===== src/rtl/line_buffer_ctrl.sv =====
// line_buffer_ctrl: frame sequencer for the convolver's 3x3 line buffer.
// Clears the buffer, gates pixel shifts and flags each complete window with its coordinates.
`ifndef ADDR_FIFO
`define ADDR_FIFO 10
`endif

module line_buffer_ctrl #(
    parameter int COL_W = `ADDR_FIFO,
    parameter int ROW_W = 10
) (
    input  logic             clk,
    input  logic             rst,
    input  logic             start,
    input  logic [COL_W-1:0] row_length,
    input  logic [ROW_W-1:0] num_rows,
    input  logic             pix_valid,
    output logic             pix_ready,
    output logic             shifting,
    output logic             line_buffer_reset,
    output logic             win_valid,
    input  logic             win_ready,
    output logic [ROW_W-1:0] win_row,
    output logic [COL_W-1:0] win_col,
    output logic             busy,
    output logic             done,
    output logic             cfg_err
);
    typedef enum logic [2:0] {IDLE, CLEAR, RUN, DRAIN, DONE} state_t;

    state_t           state, state_next;
    logic [COL_W-1:0] row_len_q, col_q;
    logic [ROW_W-1:0] num_rows_q, row_q;
    logic             cfg_ok, start_ok, start_bad;
    logic             last_pix, win_hit;

    assign shifting = pix_valid & pix_ready;
    assign last_pix = (row_q == num_rows_q - ROW_W'(1)) && (col_q == row_len_q - COL_W'(1));
    // Only pixels at column >= 2 close a window, so no window straddles two rows.
    assign win_hit  = (row_q >= ROW_W'(2)) && (col_q >= COL_W'(2));

    always_comb begin
        state_next = state;
        pix_ready  = 1'b0;
        start_ok   = 1'b0;
        start_bad  = 1'b0;
        cfg_ok     = (row_length >= COL_W'(3)) && (num_rows >= ROW_W'(3));
        case (state)
            IDLE: begin
                if (start) begin
                    if (cfg_ok) begin
                        start_ok   = 1'b1;
                        state_next = CLEAR;
                    end else begin
                        start_bad  = 1'b1;
                    end
                end
            end
            CLEAR: state_next = RUN;
            RUN: begin
                pix_ready = !win_valid || win_ready;
                if (pix_valid && pix_ready && last_pix)
                    state_next = DRAIN;
            end
            DRAIN: begin
                if (!win_valid)
                    state_next = DONE;
            end
            DONE:    state_next = IDLE;
            default: state_next = IDLE;
        endcase
    end

    always_ff @(posedge clk) begin
        if (!rst) begin
            state             <= IDLE;
            row_q             <= '0;
            col_q             <= '0;
            win_valid         <= 1'b0;
            win_row           <= '0;
            win_col           <= '0;
            line_buffer_reset <= 1'b0;
            busy              <= 1'b0;
            done              <= 1'b0;
            cfg_err           <= 1'b0;
        end else begin
            state             <= state_next;
            line_buffer_reset <= (state_next == CLEAR);
            busy              <= (state_next != IDLE);
            done              <= (state_next == DONE);
            cfg_err           <= start_bad;

            if (start_ok) begin
                row_q <= '0;
                col_q <= '0;
            end else if (shifting) begin
                if (col_q == row_len_q - COL_W'(1)) begin
                    col_q <= '0;
                    row_q <= row_q + ROW_W'(1);
                end else begin
                    col_q <= col_q + COL_W'(1);
                end
            end

            // A new window replaces a consumed one in the same cycle, without a bubble.
            if (shifting && win_hit) begin
                win_valid <= 1'b1;
                win_row   <= row_q - ROW_W'(2);
                win_col   <= col_q - COL_W'(2);
            end else if (win_ready) begin
                win_valid <= 1'b0;
            end
        end
    end

    // Frame geometry is only meaningful after an accepted start.
    always_ff @(posedge clk) begin
        if (start_ok) begin
            row_len_q  <= row_length;
            num_rows_q <= num_rows;
        end
    end
endmodule


===== config.mk =====
export PLATFORM = sky130hd
export DESIGN_NAME = line_buffer_ctrl
export DESIGN_NICKNAME = d
export VERILOG_FILES = /design/src/rtl/line_buffer_ctrl.sv
export SDC_FILE = /design/constraint.sdc
export NUM_CORES = 1
export LEC_CHECK = 0
export ABC_CLOCK_PERIOD_IN_PS = 7100
export CAP_MARGIN = 20
export CORE_UTILIZATION = 59
export CTS_CLUSTER_DIAMETER = 200
export CTS_CLUSTER_SIZE = 8
export DETAILED_ROUTE_END_ITERATION = 8
export MAX_ROUTING_LAYER = met4
export PLACE_DENSITY = 0.85
export SYNTH_ARGS = -nofsm -noshare
export SYNTH_HDL_FRONTEND = slang
export SYNTH_SLANG_ARGS = --single-unit

===== constraint.sdc =====
create_clock -name clk -period 7.1 [get_ports clk]
set_clock_uncertainty 0.1 [all_clocks]
set_input_delay 1.065 -clock clk [delete_from_list [all_inputs] [get_ports clk]]
set_output_delay 1.065 -clock clk [all_outputs]
set_load 0.005 [all_outputs]

==> results.md, run 1 <==
- Status: completed
- Synth unique cells: 49
- Clk buf depth: 2
- Worst-path clk slew: 0.07 ns
- Worst-margin pin slew: 0.835 ns
- GRT Max-Usage Layer: met2
- Initial antenna violation count: 0
- Final net count: 463
- Setup TNS: 0 ns
- Post-synth top area cell: dfxtp_1
- GR Util All Layers: 0.266
- Vias in the first global route: 2,774
- CTS H-Tree Depth: 3
- RSZ-0062 raised after global routing: no
- Die ar.: 0.00637 mm^2
- # rows: 27
- Setup Viol. Count Final: 0
- CP startpoint: win_ready
- Worst-path fanout max: 10
- EDFF count, synth: 20
- Asr flop ratio synth: 0
- Combinational power share: 0.079
- Top post-synthesis cells by area: dfxtp_1, edfxtp_1, xnor2_1
- Routed wire length: 7370 um
- Sw Ratio: 0.232
- Flop pwr share: 0.499
- Class of the worst hold path: register to register
- Yosys reg bits: 68
- Ant. Diodes: 0
- Clk pwr share: 0.422
- Synthesized instance count: 387
- Final period util: 0.560
- CP delay by family, top: buffers and inverters
- Worst R2R Setup Slack: 3.92 ns
- Slowest CP cell: clkdlybuf4s50_1
- Power, Total: 0.849 mW
- Syn Area/Cell: 9.22 um^2
- # hold bufs at CTS: 0
- Post-synthesis sequential area ratio: 0.437
- Core area: 0.00568 mm^2
- Synth warn: 0
- Largest net degree at the start of global routing: 37
- Antenna-violating nets left: 0
- Worst r2r dst: row_q[7]
- VDD IR max: 0.149 mV
- Setup Buffers After CTS: 0
- Synth Cell Area: 0.00357 mm^2
- Initial DRC count: 182
- Net Count, Synth: 422
- # resized after CTS: 0
- DP HPWL: 5220 um
- Max frequency: 0.251 GHz
- FILL cells: 418
- Rel. slew slack: 0.442
- CTS tree: done
- GR Layer Usage met2: 0.417
- Startpoint types: input pin
- Worst Setup EP: shifting
- Crit end category: output port
- Worst-Skew Late Latency: 0.35 ns
- Placed cell count: 489
- Synth top area share: 0.269
- Sw power: 0.197 mW
- GPL Wtd Cong: 0.812
- Met3 Use GR: 0.0583
- Total number of vias: 2,928
- Die H: 79.8 um
- Cts bufs inserted: 9
- DRT Pass-1 Iters: 4
- Via-to-Cell Ratio: 5.80
- Core Util, Final: 0.761
- Main synth FF type: dfxtp_1
- CTS sink count: 68
- Worst r2r path cells: 7
- Final critical-path required period: 3.98 ns
- Max-slew violations: 0
- Starting Density: 0.629
- Top post-synthesis cells by count: dfxtp_1, nand2_1, xnor2_1
- Hold Fails Final Rpt: 0
- M1 GR Usage: 0.342
- Crit-path cells: clkdlybuf4s50_1, nand2b_1, and3_1, nand2_1, inv_1, clkdlybuf4s50_1
- First-pass GRT wire length: 12,800 um
- Data arrival time of the worst path: 2.81 ns
- IO Port Bufs: 51
- Instance count on the critical path: 6
- Worst path required time: 5.93 ns
- # DRC: 0
- Layout area overhead: 21.1%
- Internal Power: 0.652 mW
- Worst setup path category: input pin to output port
- Worst setup margin: 3.12 ns
- Bufs and invs on worst path: 3
- Root Driver: clkbuf_8
- Layout cells sized above 1: 0.0485
- Chip width: 79.8 um
- Reg-to-reg startpoint: row_len_q[2]
- Wirelength per Cell: 14.6 um
- Fin cells: 505
- Ports: 52
- Max-cap viol count: 0
- Static leakage: 1.78 nW
- Most frequent CP cell: clkdlybuf4s50_1
- Top-count cell post-synth: dfxtp_1
- Slowest stage delay, CP: 0.53 ns
- Total power per unit cell area: 196 mW/mm^2
- Place WS: 3.11 ns
- Remaining global-route overflow: 0
## registers in the layout (all words and copies together), names as in the netlist
name               flops
col_q                 10
num_rows_q            10
row_len_q             10
row_q                 10
win_col               10
win_row               10
state                  3
busy                   1
cfg_err                1
done                   1
line_buffer_reset      1
win_valid              1
## power by group through the flow
stage / Combinational (mW) / Clock [mW] / Sequential, mW
2_1_floorplan: 0.0392 / 0 / 0.430
6_report: 0.0668 / 0.358 / 0.424
4_1_cts: 0.0668 / 0.360 / 0.424
3_5_place_dp: 0.0657 / 0 / 0.433
5_1_grt: 0.0742 / 0.377 / 0.425
3_3_place_gp: 0.0636 / 0 / 0.432
## cell families (layout without fill, tap and decap cells)
group / count (synthesis) / count (layout) / share of synthesized area
buffers and inverters: 37 / 83 / 0.0393
adders and majority gates: 10 / 10 / 0.0351
AOI/OAI and AO/OA: 60 / 60 / 0.126
DFF: 68 / 68 / 0.437
and+or+nand+nor: 167 / 167 / 0.245
muxes: 8 / 8 / 0.0224
xor gates and xnor gates: 37 / 37 / 0.0946
## cell usage in the layout (no fill, tap or decap), types with 2 or more instances in the layout
cell type / n
xor2_1: 11
nand2_1: 43
inv_4: 2
a31oi_1: 4
o21ai_0: 5
nor3_1: 15
edfxtp_1: 20
nor4_1: 11
nand3b_1: 5
or4_1: 4
o211a_1: 18
mux2i_1: 8
inv_1: 15
clkbuf_8: 9
o31ai_1: 4
clkbuf_16: 2
nand3_1: 18
and3_1: 8
ha_1: 10
nand2b_1: 12
o21a_1: 2
or3_1: 8
clkdlybuf4s50_1: 51
xnor2_1: 25
nand4_1: 3
a21oi_1: 17
nor2_1: 23
nor2b_1: 7
dfxtp_1: 48
## per-layer routing
metal	wire [um]	vias to the layer above
met1	3380	1349
met3	342	16
met4	164	0
li1	-	1469
met2	3490	94
met5	0	-
## worst reg2reg max path, stage by stage (launching register included)
cell      delay [ns]
edfxtp_1        0.46
or3_4           0.43
o31ai_1         0.22
a21oi_1         0.10
o41a_1          0.50
or4_4           0.60
or4_1           0.54
a21oi_1         0.16
## how the worst min path moves through the flow
stage               start          to  slack [ns]  cells after the start
4_1_cts        win_row[4]  win_row[4]        0.41                      1
3_5_place_dp   win_col[5]  win_col[5]        0.39                      1
5_1_grt        win_col[2]  win_col[2]        0.42                      1
6_report       win_col[8]  win_col[8]        0.40                      1
2_1_floorplan    state[1]        done        0.39                      2
3_3_place_gp   win_col[6]  win_col[6]        0.38                      1
## metrics by stage
stage               area (um^2)  hold slack, ns
floorplan                  3570           0.391
global placement           4090           0.379
detailed placement         4090           0.389
CTS                        4320           0.406
global route               4320           0.421
finish                     4320           0.401
## layout make-up
cell class / instances / area [um^2] / area share
clock buffers: 12 / 178 / 0.0411
inverters: 15 / 56.3 / 0.0130
multi-input cells: 282 / 1870 / 0.432
flip-flops and latches: 68 / 1560 / 0.361
well taps: 72 / 90.1 / 0.0208
repair buffers: 52 / 518 / 0.120
clock inverters: 4 / 50.0 / 0.0116
Power figures use the tool's default switching activity.
==> inputs of run 2 (changes only) <==
ABC_CLOCK_PERIOD_IN_PS = 3800   (was 7100)
CORE_UTILIZATION = 54   (was 59)
PLACE_DENSITY = 0.78   (was 0.85)
clock period = 3.8 ns   (was 7.1 ns; I/O delays follow)
==> run 2 against run 1 <==
Compared with the run above:
- sequential power increased by 87%
- highest routed layer unchanged
- worst setup slack got worse by 2.4 ns
- final cell count increased by 0.99%
- global-route usage decreased by 4.3 points
- non-clock buffer count unchanged
- sequential cell count unchanged
==> results.md, run 2 (same netlist as run 1, synthesis figures left out) <==
- Status: completed (unchanged)
- Sequential cell area: 0.00156 mm^2 (unchanged)
- Final net count: 463 (unchanged)
- Vias in the first global route: 2,617 (was 2,774)
- Area of the multi-input gates: 0.00187 mm^2 (unchanged)
- Cts bufs inserted: 9 (unchanged)
- Worst-path clk slew: 0.07 ns (about the same)
- Initial antenna violation count: 0 (unchanged)
- Bufs and invs on worst path: 0 (was 3)
- Worst R2R Setup Slack: 0.70 ns (was 3.92 ns)
- DRT Pass-1 Iters: 5 (was 4)
- Slowest CP cell: or4_4 (was clkdlybuf4s50_1)
- Crit end category: register (was output port)
- Largest net degree at the start of global routing: 37 (unchanged)
- Class of the worst hold path: register to register (unchanged)
- Chip width: 83.3 um (was 79.8 um)
- Data arrival time of the worst path: 3.26 ns (was 2.81 ns)
- Post-Layout Inst Area: 0.00427 mm^2 (was 0.00432 mm^2)
- # resized after CTS: 0 (unchanged)
- IO Port Bufs: 51 (unchanged)
- Hold slack: 0.399 ns (was 0.401 ns)
- Wirelength per Cell: 13.8 um (was 14.6 um)
- Max-slew violations: 0 (unchanged)
- Worst r2r path cells: 7 (unchanged)
- CTS tree: done (unchanged)
- Setup TNS: 0 ns (unchanged)
- Layout cells sized above 1: 0.0462 (was 0.0485)
- Antenna-violating nets left: 0 (unchanged)
- Worst-Skew Late Latency: 0.34 ns (was 0.35 ns)
- Slowest stage delay, CP: 0.59 ns (was 0.53 ns)
- FILL cells: 521 (was 418)
- Core area: 0.00635 mm^2 (was 0.00568 mm^2)
- Die ar.: 0.00694 mm^2 (was 0.00637 mm^2)
- Initial DRC count: 131 (was 182)
- Startpoint types: register (was input pin)
- Met2 routed WL: 3350 um (was 3490 um)
- Met1 WL: 3340 um (was 3380 um)
- Ant. Diodes: 0 (unchanged)
- Rel. slew slack: 0.464 (was 0.442)
- Max-cap viol count: 0 (unchanged)
- Worst path required time: 3.96 ns (was 5.93 ns)
- Instance count on the critical path: 7 (was 6)
- Static leakage: 1.76 nW (was 1.78 nW)
- Die H: 83.3 um (was 79.8 um)
- Remaining global-route overflow: 0 (unchanged)
- RSZ-0062 raised after global routing: no (unchanged)
- GR Util All Layers: 0.223 (was 0.266)
- Worst-path fanout max: 15 (was 10)
- Post-DP Area: 0.00410 mm^2 (was 0.00409 mm^2)
- # hold bufs at CTS: 0 (unchanged)
- CTS H-Tree Depth: 3 (unchanged)
- Setup Buffers After CTS: 0 (unchanged)
- First-pass GRT wire length: 12,100 um (was 12,800 um)
- DP HPWL: 5150 um (was 5220 um)
- Worst r2r dst: row_q[7] (unchanged)
- CTS sink count: 68 (unchanged)
- Most common cell after layout, fill and taps aside: clkdlybuf4s50_1 (unchanged)
- Max frequency: 0.323 GHz
- Power, Total: 1.43 mW (was 0.849 mW)
- Hold Crit Depth: 1 (unchanged)
- # rows: 29 (was 27)
- Via-to-Cell Ratio: 5.63 (was 5.80)
- Final period util: 0.816
- Ports: 52 (unchanged)
- Root Driver: clkbuf_8 (unchanged)
- Reg-to-reg startpoint: row_len_q[2] (unchanged)
- Layout area overhead: 19.6% (was 21.1%)
- Crit-path cells: or3_4, o31ai_1, a21oi_1, o41a_1, or4_4, or4_1, a21oi_1 (was clkdlybuf4s50_1, nand2b_1, and3_1, nand2_1, inv_1, clkdlybuf4s50_1)
- Total number of vias: 2,872 (was 2,928)
- Setup Viol. Count Final: 0 (unchanged)
- # DRC: 0 (unchanged)
- CP delay by family, top: simple AND/OR/NAND/NOR gates (was buffers and inverters)
- GPL Wtd Cong: 0.837 (was 0.812)
- Most frequent cells in the layout: clkdlybuf4s50_1, dfxtp_1, nand2_1 (unchanged)
- End of the worst hold path: win_row[8] (was win_col[8])
- Hold Fails Final Rpt: 0 (unchanged)
- Top layer used by detailed routing: met4 (unchanged)
- Starting Density: 0.562 (was 0.629)
- Final critical-path required period: 3.10 ns
- Core Util, Final: 0.672 (was 0.761)
- Hold Startpoint: win_row[8] (was win_col[8])
- Routed wire length: 7060 um (was 7370 um)
- Clk buf depth: 2 (unchanged)
- Met3 wire len: 268 um (was 342 um)
- Worst-margin pin slew: 0.801 ns (was 0.835 ns)
- Worst setup path category: register to register (was input pin to output port)
- VDD IR max: 0.271 mV (was 0.149 mV)
- Most frequent CP cell: a21oi_1 (was clkdlybuf4s50_1)
- Total power per unit cell area: 335 mW/mm^2 (was 196 mW/mm^2)
-- run 2: worst max-delay path by stage --
stage,startpoint,to,slack [ns]
after floorplan,row_len_q[2],row_q[7],0.93
after global placement,win_ready,row_q[7],0.78
after detailed placement,row_len_q[2],row_q[7],0.73
after CTS,row_len_q[2],row_q[7],0.70
after global routing,row_len_q[2],row_q[7],0.55
final,row_len_q[2],row_q[7],0.70
-- run 2: area by class of cell --
| class | instances | share of cell area |
|---|---|---|
| clock buffer | 12 | 0.0340 |
| sequential | 68 | 0.366 |
| inverter | 15 | 0.0132 |
| multi-input combinational | 282 | 0.438 |
| timing repair buffer | 52 | 0.121 |
| tap | 77 | 0.0226 |
| clock inverter | 4 | 0.00528 |
-- run 2: power breakdown --
| part | internal (mW) | switching (mW) |
|---|---|---|
| combinational | 0.0629 | 0.0615 |
| sequential | 0.772 | 0.0202 |
| clock | 0.254 | 0.262 |
-- run 2: per-layer routing --
metal	GRT usage	vias up
met1	0.289	1336
met2	0.349	70
met4	0.0940	0
li1	-	1458
met3	0.0328	8
met5	-	-
-- run 2: stage by stage --
step,cells,setup WS [ns]
6_report,510,0.701
2_1_floorplan,387,0.931
5_1_grt,510,0.553
4_1_cts,510,0.696
3_5_place_dp,494,0.730
3_3_place_gp,494,0.777
==> inputs of run 3 (changes only) <==
ABC_CLOCK_PERIOD_IN_PS = 3060   (was 3800)
clock period = 3.06 ns   (was 3.8 ns; I/O delays follow)
==> run 3 against run 2 <==
Compared with the run above:
- non-clock buffer count up 11
- count of clock-buffer cells in the layout down 1
- via count up 1.9%
- final cell count up 2.2%
- sequential cell count unchanged
- wire length up 3.7%
- sequential power up 24%
==> results.md, run 3 (same netlist as run 1, synthesis figures left out) <==
- Clk buf depth: 2 (unchanged)
- Max-cap viol count: 0 (unchanged)
- Class of the worst hold path: register to register (unchanged)
- Total number of vias: 2,926 (was 2,872)
- Status: completed (unchanged)
- Worst-Skew Late Latency: 0.36 ns (was 0.34 ns)
- FILL cells: 524 (was 521)
- Worst setup path category: register to register (unchanged)
- Hold Fails Final Rpt: 0 (unchanged)
- Worst R2R Setup Slack: 0.10 ns (was 0.70 ns)
- Sequential cell area: 0.00156 mm^2 (unchanged)
- Via-to-Cell Ratio: 5.62 (was 5.63)
- Layout cells sized above 1: 0.0811 (was 0.0462)
- Max-slew violations: 0 (unchanged)
- DP HPWL: 5290 um (was 5150 um)
- Power, Total: 1.96 mW (was 1.43 mW)
- CTS H-Tree Depth: 3 (unchanged)
- CTS sink count: 68 (unchanged)
- Initial antenna violation count: 0 (unchanged)
- Wirelength per Cell: 14.0 um (was 13.8 um)
- CTS tree: done (unchanged)
- VDD IR max: 0.310 mV (was 0.271 mV)
- Most common cell after layout, fill and taps aside: clkdlybuf4s50_1 (unchanged)
- Worst-path clk slew: 0.08 ns (was 0.07 ns)
- Rel. slew slack: 0.612 (was 0.464)
- Chip width: 83.3 um (unchanged)
- Cts bufs inserted: 9 (unchanged)
- Final period util: 0.966 (was 0.816)
- IO Port Bufs: 51 (unchanged)
- Worst-margin pin slew: 0.577 ns (was 0.801 ns)
- DRT Pass-1 Iters: 4 (was 5)
- Routed wire length: 7320 um (was 7060 um)
- Vias in the first global route: 2,691 (was 2,617)
- Max frequency: 0.338 GHz (was 0.323 GHz)
- GR Util All Layers: 0.233 (was 0.223)
- # rows: 29 (unchanged)
- Worst-path fanout max: 7 (was 15)
- Total power per unit cell area: 441 mW/mm^2 (was 335 mW/mm^2)
- Worst path required time: 3.25 ns (was 3.96 ns)
- Area of the multi-input gates: 0.00189 mm^2 (was 0.00187 mm^2)
- Remaining global-route overflow: 0 (unchanged)
- Antenna-violating nets left: 0 (unchanged)
- Data arrival time of the worst path: 3.14 ns (was 3.26 ns)
- Die ar.: 0.00694 mm^2 (unchanged)
- First-pass GRT wire length: 12,500 um (was 12,100 um)
- Crit end category: register (unchanged)
- Final critical-path required period: 2.96 ns (was 3.10 ns)
- # DRC: 0 (unchanged)
- Ports: 52 (unchanged)
- Die H: 83.3 um (unchanged)
- Ant. Diodes: 0 (unchanged)
- Largest net degree at the start of global routing: 37 (unchanged)
- Initial DRC count: 201 (was 131)
- Core area: 0.00635 mm^2 (unchanged)
- Layout area overhead: 24.3% (was 19.6%)
- Root Driver: clkbuf_8 (unchanged)
- Setup Viol. Count Final: 0 (unchanged)
- GPL Wtd Cong: 0.827 (was 0.837)
- Startpoint types: register (unchanged)
- Setup TNS: 0 ns (unchanged)
- Starting Density: 0.562 (unchanged)
- Final net count: 474 (was 463)
- Static leakage: 1.85 nW (was 1.76 nW)
- # hold bufs at CTS: 0 (unchanged)
- Most frequent cells in the layout: clkdlybuf4s50_1, dfxtp_1, nand2_1 (unchanged)
- Core Util, Final: 0.699 (was 0.672)
run 3: cell types whose count changed in the layout (fill, tap and decap cells not counted), moves of 2 or more:
cell,delta
clkbuf_1,-2
inv_4,-2
buf_4,+10
o31ai_2,+2
clkinv_4,+2
o31ai_1,-2
run 3: where the power goes:
| group | switching [mW] | internal, mW | leakage, nW |
|---|---|---|---|
| combinational | 0.0793 | 0.0863 | 1.15 |
| clock | 0.361 | 0.448 | 0.114 |
| sequential | 0.0260 | 0.958 | 0.578 |
| total | 0.466 | 1.49 | 1.85 |
run 3: final cells by class:
cell class / instances / share of cell area
Clock buffer: 11 / 0.0367
Clock inverter: 5 / 0.0130
Inverter: 15 / 0.0127
Multi-Input combinational cell: 282 / 0.426
Sequential cell: 68 / 0.352
Tap cell: 77 / 0.0217
Timing Repair Buffer: 63 / 0.138
run 3: path summary, 6_finish.rpt:
path,from,endpoint,depth (start not counted)
min reg2reg,win_col[6],win_col[6],1
max,row_len_q[2],row_q[7],7
min,win_col[6],win_col[6],1
max reg2reg,row_len_q[2],row_q[7],7
run 3: layer usage:
metal,up-vias,GRT usage,routed length (um)
met4,0,0.0705,98
met2,59,0.361,3430
met5,-,-,0
met3,9,0.0596,287
met1,1379,0.299,3490
li1,1479,-,-
run 3: through the flow:
| stage | setup slack (ns) | instances | instance area, um^2 | hold slack, ns |
|---|---|---|---|---|
| after CTS | 0.0403 | 521 | 4420 | 0.403 |
| after detailed placement | 0.0686 | 505 | 4200 | 0.385 |
| after global routing | -0.00164 | 521 | 4440 | 0.422 |
| final | 0.105 | 521 | 4440 | 0.398 |
| after floorplan | 0.191 | 387 | 3570 | 0.391 |
| after global placement | 0.141 | 505 | 4200 | 0.378 |
run 3: worst max-delay path, stage by stage, from the launching register on:
cell and delay [ns]:
edfxtp_1 0.43, or3_4 0.44, nor3_4 0.15, a21oi_1 0.09, o41a_1 0.47, or4_4 0.55
or4_1 0.52, a21oi_1 0.14
run 3: what timing repair did:
item	CTS	global route
setup buffers	0	0
setup endpoints to repair	0	5
gates resized for setup	0	4
